`config.mk`:
```
export PLATFORM = sky130hd
export DESIGN_NAME = dm_access_unit
export DESIGN_NICKNAME = d
export VERILOG_FILES = /design/src/rtl/dm_access_unit.sv
export SDC_FILE = /design/constraint.sdc
export NUM_CORES = 1
export LEC_CHECK = 0
export CAP_MARGIN = 0
export CELL_PAD_IN_SITES_DETAIL_PLACEMENT = 0
export CELL_PAD_IN_SITES_GLOBAL_PLACEMENT = 2
export CORE_UTILIZATION = 28
export CTS_BUF_LIST = sky130_fd_sc_hd__clkbuf_4 sky130_fd_sc_hd__clkbuf_8
export CTS_CLUSTER_SIZE = 24
export DETAILED_ROUTE_END_ITERATION = 8
export PLACE_DENSITY = 0.95
export SLEW_MARGIN = 20
export SYNTH_ARGS = -nofsm -noshare
export SYNTH_HDL_FRONTEND = slang
export SYNTH_SLANG_ARGS = --single-unit
```
`constraint.sdc`:
```
create_clock -name clk -period 6.3 [get_ports clk]
set_clock_uncertainty 0.1 [all_clocks]
set_input_delay 0.63 -clock clk [delete_from_list [all_inputs] [get_ports clk]]
set_output_delay 0.63 -clock clk [all_outputs]
set_load 0.05 [all_outputs]
```
`src/rtl/dm_access_unit.sv`:
```
// dm_access_unit: memory-stage initiator for a word-organised data memory.
// Takes one load/store at a time, performs sub-word extraction with sign/zero
// extension on loads and read-modify-write on sub-word stores, and reports
// misaligned or out-of-range accesses instead of touching memory.
//
// Ports:
//   clk, rst                 clock (rising edge), synchronous active-high reset
//   req_valid / req_ready    request handshake (ready only while idle)
//   req_op[2:0]              000 LW,001 LH,010 LHU,011 LB,100 LBU,101 SW,110 SH,111 SB
//   req_addr, req_wdata, req_pc   byte address, store data, instruction PC
//   resp_valid               one-cycle completion pulse
//   resp_rdata               extended load result (0 for stores/faults)
//   exc_adel / exc_ades      load / store address fault, valid with resp_valid
//   dm_we, dm_addr, dm_wd, dm_pc  memory port (word-aligned address)
//   dm_rd                    memory read data, combinational from dm_addr
module dm_access_unit #(
  parameter int unsigned DM_WORDS = 3072
) (
  input  logic        clk,
  input  logic        rst,
  input  logic        req_valid,
  output logic        req_ready,
  input  logic [2:0]  req_op,
  input  logic [31:0] req_addr,
  input  logic [31:0] req_wdata,
  input  logic [31:0] req_pc,
  output logic        resp_valid,
  output logic [31:0] resp_rdata,
  output logic        exc_adel,
  output logic        exc_ades,
  output logic        dm_we,
  output logic [31:0] dm_addr,
  output logic [31:0] dm_wd,
  output logic [31:0] dm_pc,
  input  logic [31:0] dm_rd
);

  typedef enum logic [1:0] {IDLE, ACCESS, WRITE, DONE} state_t;
  typedef enum logic [2:0] {
    OP_LW  = 3'b000, OP_LH = 3'b001, OP_LHU = 3'b010, OP_LB = 3'b011,
    OP_LBU = 3'b100, OP_SW = 3'b101, OP_SH  = 3'b110, OP_SB = 3'b111
  } op_t;

  localparam logic [31:0] ADDR_LIMIT = 32'(4 * DM_WORDS);

  state_t      state, state_next;
  op_t         op_q;
  logic [31:0] addr_q, wdata_q, pc_q, rdata_q, merge_q;
  logic        adel_q, ades_q;

  logic        misaligned, fault, store_req, load_q, subword_store_q;
  logic [31:0] aligned_addr, load_val, merged;
  logic [15:0] half_sel;
  logic [7:0]  byte_sel;

  // Fault evaluation on the incoming request; feeds only the state and the
  // latched flags, never the memory port.
  always_comb begin
    misaligned = 1'b0;
    case (op_t'(req_op))
      OP_LW, OP_SW:         misaligned = |req_addr[1:0];
      OP_LH, OP_LHU, OP_SH: misaligned = req_addr[0];
      default:              misaligned = 1'b0;
    endcase
    fault     = misaligned | (req_addr >= ADDR_LIMIT);
    store_req = req_op[2] & (req_op[1] | req_op[0]);
  end

  assign load_q          = (op_q inside {OP_LW, OP_LH, OP_LHU, OP_LB, OP_LBU});
  assign subword_store_q = (op_q inside {OP_SH, OP_SB});
  assign aligned_addr    = {addr_q[31:2], 2'b00};

  // Load field selection and extension from the current memory word.
  always_comb begin
    half_sel = addr_q[1] ? dm_rd[31:16] : dm_rd[15:0];
    byte_sel = dm_rd[{addr_q[1:0], 3'b000} +: 8];
    case (op_q)
      OP_LH:   load_val = {{16{half_sel[15]}}, half_sel};
      OP_LHU:  load_val = {16'h0000, half_sel};
      OP_LB:   load_val = {{24{byte_sel[7]}}, byte_sel};
      OP_LBU:  load_val = {24'h000000, byte_sel};
      default: load_val = dm_rd;
    endcase
  end

  // Read-modify-write merge of the stored half/byte into the latched word.
  always_comb begin
    merged = merge_q;
    if (op_q == OP_SH) begin
      if (addr_q[1]) merged[31:16] = wdata_q[15:0];
      else           merged[15:0]  = wdata_q[15:0];
    end else begin
      merged[{addr_q[1:0], 3'b000} +: 8] = wdata_q[7:0];
    end
  end

  // State register
  always_ff @(posedge clk) begin
    if (rst) state <= IDLE;
    else     state <= state_next;
  end

  // Next-state logic; requests outside IDLE are ignored.
  always_comb begin
    state_next = state;
    case (state)
      IDLE:    if (req_valid) state_next = fault ? DONE : ACCESS;
      ACCESS:  state_next = subword_store_q ? WRITE : DONE;
      WRITE:   state_next = DONE;
      DONE:    state_next = IDLE;
      default: state_next = IDLE;
    endcase
  end

  // Request latches, load result and merge register
  always_ff @(posedge clk) begin
    if (rst) begin
      op_q    <= OP_LW;
      addr_q  <= '0;
      wdata_q <= '0;
      pc_q    <= '0;
      rdata_q <= '0;
      merge_q <= '0;
      adel_q  <= 1'b0;
      ades_q  <= 1'b0;
    end else begin
      case (state)
        IDLE: if (req_valid) begin
          op_q    <= op_t'(req_op);
          addr_q  <= req_addr;
          wdata_q <= req_wdata;
          pc_q    <= req_pc;
          rdata_q <= '0;
          merge_q <= '0;
          adel_q  <= fault & ~store_req;
          ades_q  <= fault & store_req;
        end
        ACCESS: begin
          if (load_q)               rdata_q <= load_val;
          else if (subword_store_q) merge_q <= dm_rd;
        end
        default: ;
      endcase
    end
  end

  // Outputs: memory port driven from state and latches only.
  always_comb begin
    req_ready  = (state == IDLE);
    resp_valid = (state == DONE);
    resp_rdata = (state == DONE) ? rdata_q : '0;
    exc_adel   = (state == DONE) & adel_q;
    exc_ades   = (state == DONE) & ades_q;
    dm_we      = 1'b0;
    dm_addr    = '0;
    dm_wd      = '0;
    dm_pc      = pc_q;
    case (state)
      ACCESS: begin
        dm_addr = aligned_addr;
        if (op_q == OP_SW) begin
          dm_we = 1'b1;
          dm_wd = wdata_q;
        end
      end
      WRITE: begin
        dm_we   = 1'b1;
        dm_addr = aligned_addr;
        dm_wd   = merged;
      end
      default: ;
    endcase
  end

endmodule

```
# After elaboration in Yosys (flattened, before gate mapping)
# Cells that the tools add are included.
[totals]
input_bits = 134
register_bits = 167
word_cells = 76
[op_classes]
n_bitwise = 8
n_reduce_logical = 13
addsub = 1
eq_ne = 18
order_cmp = 1
shift = 3
mux = 23
[ops]
columns = ["operator", "n"]
rows = [
  ["$mux 32", 8],
  ["$pmux 32 s2", 3],
  ["$pmux 32 s4", 1],
  ["$mux 16", 3],
  ["$bwmux 32", 1],
  ["$ge 32x14->1 const B", 1],
  ["$shift 8x7->32 const A", 1],
  ["$shiftx 32x6->8", 1],
  ["$shiftx 8x7->32", 1],
  ["$eq 3x3->1 const B", 6],
  ["$eq 3x2->1 const B", 3],
  ["$ne 2x2->1 const B", 4],
  ["$pmux 2 s4", 1],
  ["$neg 5->7", 1],
  ["$eq 3x1->1 const B", 2],
  ["$logic_not 3->1", 2],
  ["$reduce_or 2->1", 3],
  ["$and 1x1->1", 5],
  ["$reduce_bool 5->1", 1],
  ["$eq 2x2->1 const B", 2],
  ["$mux 2", 2],
  ["$pmux 1 s2", 2],
  ["$reduce_and 4->1", 1],
  ["$reduce_bool 2->1", 2],
  ["8 further kinds", 10],
]

# Depth between registers and ports, before layout
# Gate-level depths: netlist of the first run.
[depth]
ltp_word = 7
depth_mapped = 11

# Worst setup path after synthesis of the first run
# No wires, ideal clock.
[synth_timing]
path_type = "reg-to-output"
start = "register addr_q[1]"
end = "output dm_wd[15]"
stages_incl_launch_ff = 8
slack_ps = 3175
n_path_buf = 1
arrival_ps = 2395
path_cell_list = "dfxtp_1 -> buf_2 -> inv_1 -> ha_1 -> nand2b_1 -> nor3_2 -> a32oi_1 -> o22ai_1"
[synth_via]
elab_chain_len = 5
elab_cells_between_ends = 7
[synth_lines]
columns = ["element", "line", "rtl"]
rows = [
  ["from (decl)", "48", "logic [31:0] addr_q, wdata_q, pc_q, rdata_q, merge_q;"],
  ["from (signal assigned)", "130", "addr_q <= req_addr;"],
  ["$neg 5->7", "93", "merged[{addr_q[1:0], 3'b000} +: 8] = wdata_q[7:0];"],
  ["$shiftx 8x7->32 / $shift 8x7->32 (equally long branches)", "93", ""],
  ["$bwmux 32", "93", ""],
  ["$mux 32 *", "89", "if (op_q == OP_SH) begin"],
  ["$pmux 32 s2 *", "158", "case (state)"],
  ["to (decl)", "33", "output logic [31:0] dm_wd,"],
]
# Mark *: on every way between the ends. The rest lies on a longest branch, timed or not.

# Worst setup path in the final report of the first run
[layout_timing]
start = "register state[1]"
end = "output dm_wd[23]"
[layout_via]
elab_chain_len = 2
elab_cells_between_ends = 3
[layout_lines]
columns = ["element", "line", "rtl"]
rows = [
  ["from (decl)", "46", "state_t state, state_next;"],
  ["from (signal assigned)", "100", "else state <= state_next;"],
  ["$eq 2x2->1 / $eq 2x1->1 (equally long branches)", "158", ""],
  ["$pmux 32 s2 *", "158", ""],
]
# Marks and branches as above.

==> results of run 1 <==
[area by class of cell]
cell class / instances / area [sq um]
clock buffers: 17 / 234
flip-flops and latches: 167 / 3340
repair buffers: 270 / 2690
clock inverters: 15 / 179
multi-input cells: 782 / 4300
fillers: 2941 / 16800
well taps: 378 / 473
inverters: 16 / 60.1
[layer usage]
| metal | GRT usage | vias up | part of all wire |
|---|---|---|---|
| met1 | 0.272 | 3854 | 0.45 |
| met2 | 0.330 | 324 | 0.45 |
| met5 | 0 | - | 0.00088 |
| met4 | 0.0512 | 4 | 0.012 |
| li1 | - | 4002 | - |
| met3 | 0.0660 | 33 | 0.085 |
[power by group]
part	leakage, nW	internal [mW]	total [mW]	switching (mW)
combinational	2.39	0.518	1.64	1.12
sequential	1.36	1.23	1.38	0.150
clock	0.199	0.303	0.802	0.498
[how the worst max path moves through the flow]
stage          startpoint         to  depth (start not counted)
2_1_floorplan   addr_q[1]  dm_wd[15]                          7
3_3_place_gp    addr_q[1]   dm_wd[9]                          8
3_5_place_dp     state[1]  dm_wd[17]                          8
4_1_cts         addr_q[1]  dm_wd[22]                          8
5_1_grt          state[1]  dm_wd[22]                          8
6_report         state[1]  dm_wd[23]                          8
[placed cells by master (no fill, tap or decap), types with 8 or more instances in the layout]
cell	Yosys	layout
nand3_1	17	17
o21a_1	10	10
nand2_1	250	249
nor2b_1	14	14
a21oi_1	161	161
nor3_1	10	10
and3_1	19	19
mux2i_1	12	12
inv_1	14	14
dfxtp_1	167	167
ha_1	9	8
a221oi_1	9	9
o21ai_1	13	13
a22oi_1	23	23
o22ai_1	9	9
a22o_1	10	10
nor2_1	53	53
clkdlybuf4s50_1	0	263
and2_1	67	66
a211oi_1	8	8
o21ai_0	12	12
mux2_2	8	8
o311ai_0	8	8
nand2b_1	9	9
clkbuf_8	0	17
[worst reg2reg max path, delay by kind of cell (launching register included)]
family,cells,cell delay [ns]
mux,1,0.38
simple gates,1,0.54
buf+inv,1,0.41
flops,1,0.95
compound gates,3,0.55
[state kept, by name, summed over array words and instances (netlist names)]
signal,flops
rdata_q,32
state,2
adel_q,1
addr_q,32
ades_q,1
merge_q,32
dm_pc,32
op_q,3
wdata_q,32
[cell families (layout without fill, tap and decap cells)]
kind of cell	after synthesis	after routing	synth area share
adder cells (fa/ha/maj)	9	9	0.0140
buffers and inverters	97	318	0.0547
flip-flops	167	167	0.414
AO/OA/AOI/OAI	291	291	0.223
multiplexers	20	20	0.0260
AND/OR/NAND/NOR	457	457	0.262
other	1	2	0.000465
XOR/XNOR	3	3	0.00558
==> key figures, run 1 <==
Global routing
  – Largest net degree at the start of global routing: 92
  – Via count of the first global-routing pass: 7810
  – Antenna violations before repair: 2
  – GRT overflow: 0
  – First-pass GRT wire length: 46500 um
  – Gr usage total: 0.208

Timing
  – Worst Tran Pin Value: 1.06 ns
  – Worst slew margin: 0.296
  – Final setup violation count: 0
  – Fin Setup TNS: 0 ns
  – Setup ws final: 1.51 ns
  – Final Hold Fails: 0
  – Max Fclk: 209 MHz
  – RSZ-0062 raised after global routing: no
  – Final-report max-slew violation count: 0
  – Crit share post-route: 0.761
  – Worst hold slack: 0.351 ns
  – Final Critical Period: 4.79 ns

Routing
  – Post-route ant nets: 0
  – DRT Pass-1 Iters: 8
  – Avg Vias per Cell: 5.00
  – First DRT Iteration DRCs: 603
  – Via count: 8217
  – DRC: 0
  – Post-DR wirelength/cell: 18.7 um
  – Final WL: 30800 um

Worst setup path
  – Crit path kind: flip-flop to output pin
  – Worst reg2reg path depth: 6
  – Worst R2R Setup Slack: 3.25 ns
  – Cells along the critical path: inv_1 > ha_1 > nand2_1 > nor3_1 > and2_1 > a222oi_1 > inv_1 > clkdlybuf4s50_1
  – Reg2reg end: rdata_q[18]
  – Crit path top cell by count: inv_1
  – Launching point of the worst reg2reg path: addr_q[1]
  – Slowest stage cell, crit path: ha_1
  – CP startpoint kind: flip-flop
  – Max stage delay on crit path: 0.86 ns
  – Buf/Inv on CP: 3
  – Required @ worst endpoint: 5.57 ns
  – Max FO, Critical Path: 38
  – CP top delay family: simple AND/OR/NAND/NOR gates
  – CP Capture Type: output pin
  – Worst path arrival time: 4.06 ns

Place
  – Placed Cells: 1613
  – RePlAce Congestion: 0.834
  – Detailed Place HPWL: 22300 um
  – I/O Buffers: 264
  – Pre-CTS setup slack: 2.09 ns
  – DP Area: 10900 sq um

Finish
  – Post-layout net count: 1397
  – Finished Layout Cells: 1645
  – Layout cell share with drive strength beyond 1: 0.0489
  – Cell area after layout: 11300 sq um
  – Post-layout util: 0.402
  – Area Growth Syn to Fin: 39.7%
  – Antenna cells: 0

Synthesis
  – Post-Synthesis Cells: 1045
  – Count leader, synth: nand2_1
  – Largest area contributor in the netlist: dfxtp_1
  – Seq cells post-synth: 167
  – Post-synth EDFFs: 0
  – Ys flop type: dfxtp_1
  – Distinct cell type count after synthesis: 61
  – Ys Warns: 0
  – Synth async-reset ratio: 0
  – Share of the yosys chip area belonging to registers: 0.414
  – Synth top cells by count: nand2_1, dfxtp_1, a21oi_1
  – Synth Cell Area: 8070 sq um
  – Synth area leaders: dfxtp_1, nand2_1, a21oi_1
  – Avg Synthesized Cell Area: 7.72 sq um
  – Yosys top cell area share: 0.414

Floorplanning
  – Die H: 172 um
  – Core Box Area: 28100 sq um
  – Initial Util: 0.287
  – Width of the die: 172 um
  – Die area: 29500 sq um
  – FP Rows: 61
  – Ports: 267

Clock network
  – H-tree depth: 4
  – CTS tree: built
  – Clk pin slew, worst setup/hold paths: 0.11 ns
  – PostCTS Resize Cnt: 0
  – CTS Buffer Depth: 2
  – Clk root buf: clkbuf_8
  – Post-CTS Setup Inserts: 0
  – Number of buffers created by CTS: 17
  – Worst skew pair latency: 0.46 ns
  – Hold_buf cts: 0
  – Clock sink count: 167

Worst hold path
  – HP Class: flip-flop to flip-flop
  – Min-delay src: rdata_q[28]
  – Hold path depth: 2
  – Worst Hold Endpoint: rdata_q[28]

Job
  – Max-cap violation count: 0

Power
  – Power density over the cells: 339 nW/um^2
  – P_leak: 3.95 nW
  – Total Power: 3.82 mW
  – Peak VDD IR: 0.151 mV

Status
  – Run status: completed
Note: power is estimated with default switching activity, not from simulation.
==> inputs of run 2 (changes only) <==
CORE_UTILIZATION = 24   (was 28)
PLACE_DENSITY = 0.89   (was 0.95)
clock period = 4.21 ns   (was 6.3 ns; I/O delays follow)
==> key figures, run 2 (synthesis gave the netlist of run 1 again) <==
Power
  – Peak VDD IR: 0.255 mV (was 0.151 mV)
  – Power density over the cells: 495 nW/um^2 (was 339 nW/um^2)
  – P_leak: 4.12 nW (was 3.95 nW)

Worst setup path
  – Max FO, Critical Path: 21 (was 38)
  – Worst path arrival time: 3.12 ns (was 4.06 ns)
  – Max stage delay on crit path: 0.71 ns (was 0.86 ns)
  – Crit path kind: flip-flop to output pin (unchanged)
  – Slowest stage cell, crit path: and3b_1 (was ha_1)
  – Required @ worst endpoint: 3.69 ns (was 5.57 ns)
  – CP top delay family: simple AND/OR/NAND/NOR gates (unchanged)
  – CP Capture Type: output pin (unchanged)
  – CP startpoint kind: flip-flop (unchanged)
  – Buf/Inv on CP: 2 (was 3)
  – Cells along the critical path: and3b_1 > nand2_1 > and3_1 > a222oi_1 > inv_1 > buf_12 (was inv_1 > ha_1 > nand2_1 > nor3_1 > and2_1 > a222oi_1 > inv_1 > clkdlybuf4s50_1)

Place
  – RePlAce Congestion: 0.882 (was 0.834)
  – Detailed Place HPWL: 22500 um (was 22300 um)
  – I/O Buffers: 264 (unchanged)

Timing
  – Final-report max-slew violation count: 0 (unchanged)
  – Worst slew margin: 0.297 (was 0.296)
  – Final setup violation count: 0 (unchanged)
  – Final Critical Period: 3.65 ns
  – Crit share post-route: 0.866
  – Fin Setup TNS: 0 ns (unchanged)
  – RSZ-0062 raised after global routing: no (unchanged)
  – Worst Tran Pin Value: 1.05 ns (was 1.06 ns)
  – Max Fclk: 274 MHz
  – Final Hold Fails: 0 (unchanged)

Finish
  – Post-layout util: 0.356 (was 0.402)
  – Reg area: 3340 sq um (unchanged)
  – Filler cells: 3423 (was 2941)
  – Area Growth Syn to Fin: 44.7% (was 39.7%)
  – Layout cell share with drive strength beyond 1: 0.0778 (was 0.0489)
  – Commonest non-fill, non-tap cells in the layout: nand2_1, clkdlybuf4s50_1, dfxtp_1 (was clkdlybuf4s50_1, nand2_1, dfxtp_1)
  – Most common cell after layout, fill and taps aside: nand2_1 (was clkdlybuf4s50_1)
  – Multi-input logic area: 4300 sq um (about the same)
  – Post-layout net count: 1402 (was 1397)

Clock network
  – Number of buffers created by CTS: 17 (unchanged)
  – Clk root buf: clkbuf_8 (unchanged)
  – CTS Buffer Depth: 2 (unchanged)
  – CTS tree: built (unchanged)
  – H-tree depth: 4 (unchanged)
  – Clock sink count: 167 (unchanged)
  – Clk pin slew, worst setup/hold paths: 0.11 ns (about the same)
  – PostCTS Resize Cnt: 0 (unchanged)
  – Worst skew pair latency: 0.49 ns (was 0.46 ns)
  – Hold_buf cts: 0 (unchanged)
  – Post-CTS Setup Inserts: 0 (unchanged)

Global routing
  – GRT overflow: 0 (unchanged)
  – Gr usage total: 0.180 (was 0.208)
  – Via count of the first global-routing pass: 7867 (was 7810)
  – Largest net degree at the start of global routing: 95 (was 92)
  – First-pass GRT wire length: 46600 um (was 46500 um)
  – Antenna violations before repair: 1 (was 2)

Floorplanning
  – Width of the die: 185 um (was 172 um)
  – Die H: 185 um (was 172 um)
  – Core Box Area: 32800 sq um (was 28100 sq um)
  – Initial Util: 0.246 (was 0.287)
  – FP Rows: 66 (was 61)
  – Die area: 34400 sq um (was 29500 sq um)
  – Ports: 267 (unchanged)

Routing
  – Avg Vias per Cell: 4.78 (was 5.00)
  – DRT Pass-1 Iters: 6 (was 8)
  – Post-DR wirelength/cell: 18.0 um (was 18.7 um)
  – Post-route ant nets: 0 (unchanged)
  – Via count: 8200 (was 8217)
  – Final WL: 31000 um (was 30800 um)
  – First DRT Iteration DRCs: 564 (was 603)
  – DRC: 0 (unchanged)

Status
  – Run status: completed (unchanged)

Worst hold path
  – HP Class: flip-flop to flip-flop (unchanged)

Job
  – Max-cap violation count: 0 (unchanged)
run 2: through the flow:
stage               total power, mW  cells  setup slack, ns  cell area [sq um]  hold WS (ns)
detailed placement             4.59   1682             1.14              11300         0.335
global route                   6.14   1714            0.275              11700         0.325
floorplan                      3.74   1046             1.29               8080         0.316
finish                         5.78   1716            0.565              11700         0.345
global placement               4.59   1682             1.21              11300         0.328
CTS                            5.84   1714            0.554              11700         0.319
run 2: cell type report:
type / instances / share of cell area
Inverter: 16 / 0.00514
Sequential cell: 167 / 0.286
Antenna cell: 2 / 0.000429
Timing Repair Buffer: 275 / 0.257
Clock buffer: 19 / 0.0224
Clock inverter: 13 / 0.0123
Tap cell: 442 / 0.0474
Multi-Input combinational cell: 782 / 0.369
run 2: path summary, 6_finish.rpt:
kind | depth (start not counted) | end | slack (ns) | startpoint
setup / recovery | 6 | dm_wd[23] | 0.56 | op_q[1]
hold / removal | 2 | rdata_q[24] | 0.35 | rdata_q[24]
setup reg to reg | 7 | rdata_q[1] | 1.57 | state[1]
hold reg to reg | 2 | rdata_q[24] | 0.35 | rdata_q[24]
run 2: worst min-delay path, cell delays in order, from the launching register on:
cell and delay [ns]:
dfxtp_1 0.31, nand2_1 0.05, o21ai_1 0.05
run 2: power by group:
| group | internal (mW) | leakage [nW] | switching (mW) | total (mW) |
|---|---|---|---|---|
| combinational | 0.799 | 2.56 | 1.70 | 2.50 |
| clock | 0.563 | 0.195 | 0.666 | 1.23 |
| sequential | 1.84 | 1.36 | 0.201 | 2.05 |
run 2: per-layer routing:
metal  GRT usage  vias up  wire length [um]
li1            -     4010                 -
met1       0.236     3858             13700
met2       0.281      307             13900
met3      0.0663       23              3030
met4      0.0367        2               296
met5           0        -                12
==> inputs of run 3 (changes only) <==
CAP_MARGIN = default   (was 0)
CTS_CLUSTER_DIAMETER = 30   (was default)
SLEW_MARGIN = default   (was 20)
==> key figures, run 3 (synthesis gave the netlist of run 1 again) <==
Status
  – Run status: completed (unchanged)

Worst setup path
  – Worst path depth: 6 (unchanged)
  – Reg2reg end: rdata_q[1] (unchanged)
  – Critical Path End: dm_wd[17] (was dm_wd[23])
  – Cells along the critical path: and3b_1 > nand2_1 > and3_1 > a222oi_1 > inv_1 > buf_12 (unchanged)
  – Worst R2R Setup Slack: 1.58 ns (was 1.57 ns)
  – CP Capture Type: output pin (unchanged)
  – Worst path arrival time: 3.15 ns (was 3.12 ns)
  – CP startpoint kind: flip-flop (unchanged)
  – CP top delay family: simple AND/OR/NAND/NOR gates (unchanged)
  – Launching point of the worst reg2reg path: state[1] (unchanged)
  – Crit path kind: flip-flop to output pin (unchanged)
  – Max stage delay on crit path: 0.71 ns (about the same)
  – Max FO, Critical Path: 21 (unchanged)
  – Buf/Inv on CP: 2 (unchanged)
  – Crit. Startpoint: op_q[1] (unchanged)
  – Slowest stage cell, crit path: and3b_1 (unchanged)
  – Required @ worst endpoint: 3.69 ns (about the same)
  – Worst reg2reg path depth: 7 (unchanged)

Timing
  – Worst slew margin: 0.241 (was 0.297)
  – Final Hold Fails: 0 (unchanged)
  – Final setup violation count: 0 (unchanged)
  – Final-report max-slew violation count: 0 (unchanged)
  – Setup ws final: 0.539 ns (was 0.565 ns)
  – RSZ-0062 raised after global routing: no (unchanged)
  – Final Critical Period: 3.67 ns (was 3.65 ns)
  – Worst hold slack: 0.345 ns (about the same)
  – Crit share post-route: 0.872 (was 0.866)
  – Fin Setup TNS: 0 ns (unchanged)
  – Worst Tran Pin Value: 1.14 ns (was 1.05 ns)
  – Max Fclk: 272 MHz (was 274 MHz)

Worst hold path
  – HP Class: flip-flop to flip-flop (unchanged)

Clock network
  – Number of buffers created by CTS: 17 (unchanged)
  – Worst skew pair latency: 0.49 ns (about the same)
  – Clk pin slew, worst setup/hold paths: 0.11 ns (about the same)
  – Hold_buf cts: 0 (unchanged)
  – PostCTS Resize Cnt: 0 (unchanged)
  – Clk root buf: clkbuf_8 (unchanged)
  – Post-CTS Setup Inserts: 0 (unchanged)
  – Clock sink count: 167 (unchanged)
  – H-tree depth: 4 (unchanged)
  – CTS Buffer Depth: 2 (unchanged)
  – CTS tree: built (unchanged)

Global routing
  – Antenna violations before repair: 1 (unchanged)
  – GRT overflow: 0 (unchanged)
  – Largest net degree at the start of global routing: 95 (unchanged)
  – First-pass GRT wire length: 46600 um (unchanged)
  – Via count of the first global-routing pass: 7867 (unchanged)
  – Gr usage total: 0.180 (unchanged)

Routing
  – Via count: 8141 (was 8200)
  – Post-DR wirelength/cell: 18.0 um (about the same)
  – Final WL: 30900 um (was 31000 um)
  – Post-route ant nets: 0 (unchanged)
  – DRC: 0 (unchanged)
  – Avg Vias per Cell: 4.74 (was 4.78)
  – First DRT Iteration DRCs: 541 (was 564)
  – DRT Pass-1 Iters: 7 (was 6)

Power
  – Seq pwr share: 0.354 (about the same)
  – Logic pwr share: 0.433 (about the same)
  – P_leak: 4.12 nW (about the same)
  – Net Sw Frac: 0.445 (about the same)
  – Peak VDD IR: 0.255 mV (about the same)
  – Clock power frac: 0.213 (about the same)
  – Sw power: 2.56 mW (was 2.57 mW)
  – Total Power: 5.77 mW (was 5.78 mW)
  – Internal power: 3.21 mW (about the same)
  – Power density over the cells: 494 nW/um^2 (was 495 nW/um^2)

Place
  – I/O Buffers: 264 (unchanged)
  – Placed Cells: 1682 (unchanged)
  – RePlAce Congestion: 0.882 (unchanged)
  – Detailed Place HPWL: 22500 um (unchanged)
  – Pre-CTS setup slack: 1.14 ns (unchanged)
  – DP Area: 11300 sq um (unchanged)

Floorplanning
  – FP Rows: 66 (unchanged)
  – Ports: 267 (unchanged)
  – Die H: 185 um (unchanged)
  – Width of the die: 185 um (unchanged)
  – Die area: 34400 sq um (unchanged)
  – Core Box Area: 32800 sq um (unchanged)
  – Initial Util: 0.246 (unchanged)

Finish
  – Commonest non-fill, non-tap cells in the layout: nand2_1, clkdlybuf4s50_1, dfxtp_1 (unchanged)
  – Area Growth Syn to Fin: 44.6% (was 44.7%)
  – Post-layout util: 0.356 (about the same)
  – Post-layout net count: 1402 (unchanged)
  – Filler cells: 3423 (unchanged)
  – Layout cell share with drive strength beyond 1: 0.0770 (was 0.0778)
  – Finished Layout Cells: 1716 (unchanged)
  – Most common cell after layout, fill and taps aside: nand2_1 (unchanged)
  – Cell area after layout: 11700 sq um (about the same)

Job
  – Max-cap violation count: 0 (unchanged)
## run 3: cell counts in the layout (fill, tap and decap cells not counted)
Identical to the previous run, type by type.
## run 3: final cells by class
cell class / count / area [sq um] / area share
Tap cell: 442 / 553 / 0.0474
Timing Repair Buffer: 275 / 3010 / 0.257
Antenna cell: 2 / 5.00 / 0.000429
Sequential cell: 167 / 3340 / 0.286
Clock inverter: 13 / 144 / 0.0123
Inverter: 16 / 60.1 / 0.00515
Clock buffer: 19 / 262 / 0.0224
Multi-Input combinational cell: 782 / 4300 / 0.368
## run 3: per-layer routing
metal / track usage / up-vias / part of all wire
li1: - / 4010 / -
met1: 0.236 / 3821 / 0.44
met2: 0.281 / 291 / 0.45
met3: 0.0663 / 17 / 0.097
met4: 0.0367 / 2 / 0.0084
met5: 0 / - / 0.00039
## run 3: worst min-delay path by stage
stage                     slack [ns]         start  cells past startpoint     endpoint
after global placement          0.33   rdata_q[16]                      2  rdata_q[16]
after global routing            0.33  req_wdata[6]                      3   wdata_q[6]
after CTS                       0.32    req_pc[21]                      3    dm_pc[21]
after detailed placement        0.34   rdata_q[21]                      2  rdata_q[21]
after floorplan                 0.32   rdata_q[16]                      2  rdata_q[16]
final                           0.35   rdata_q[24]                      2  rdata_q[24]
## run 3: power by group through the flow
stage	Sequential (mW)	Clock [mW]	Combinational, mW
2_1_floorplan	2.18	0	1.56
3_3_place_gp	2.07	0	2.52
3_5_place_dp	2.08	0	2.51
4_1_cts	2.04	1.27	2.52
5_1_grt	2.08	1.34	2.72
6_report	2.04	1.23	2.50
## run 3: worst min-delay path: stages, from the launching register on
cell,delay (ns)
dfxtp_1,0.31
nand2_1,0.05
o21ai_1,0.05
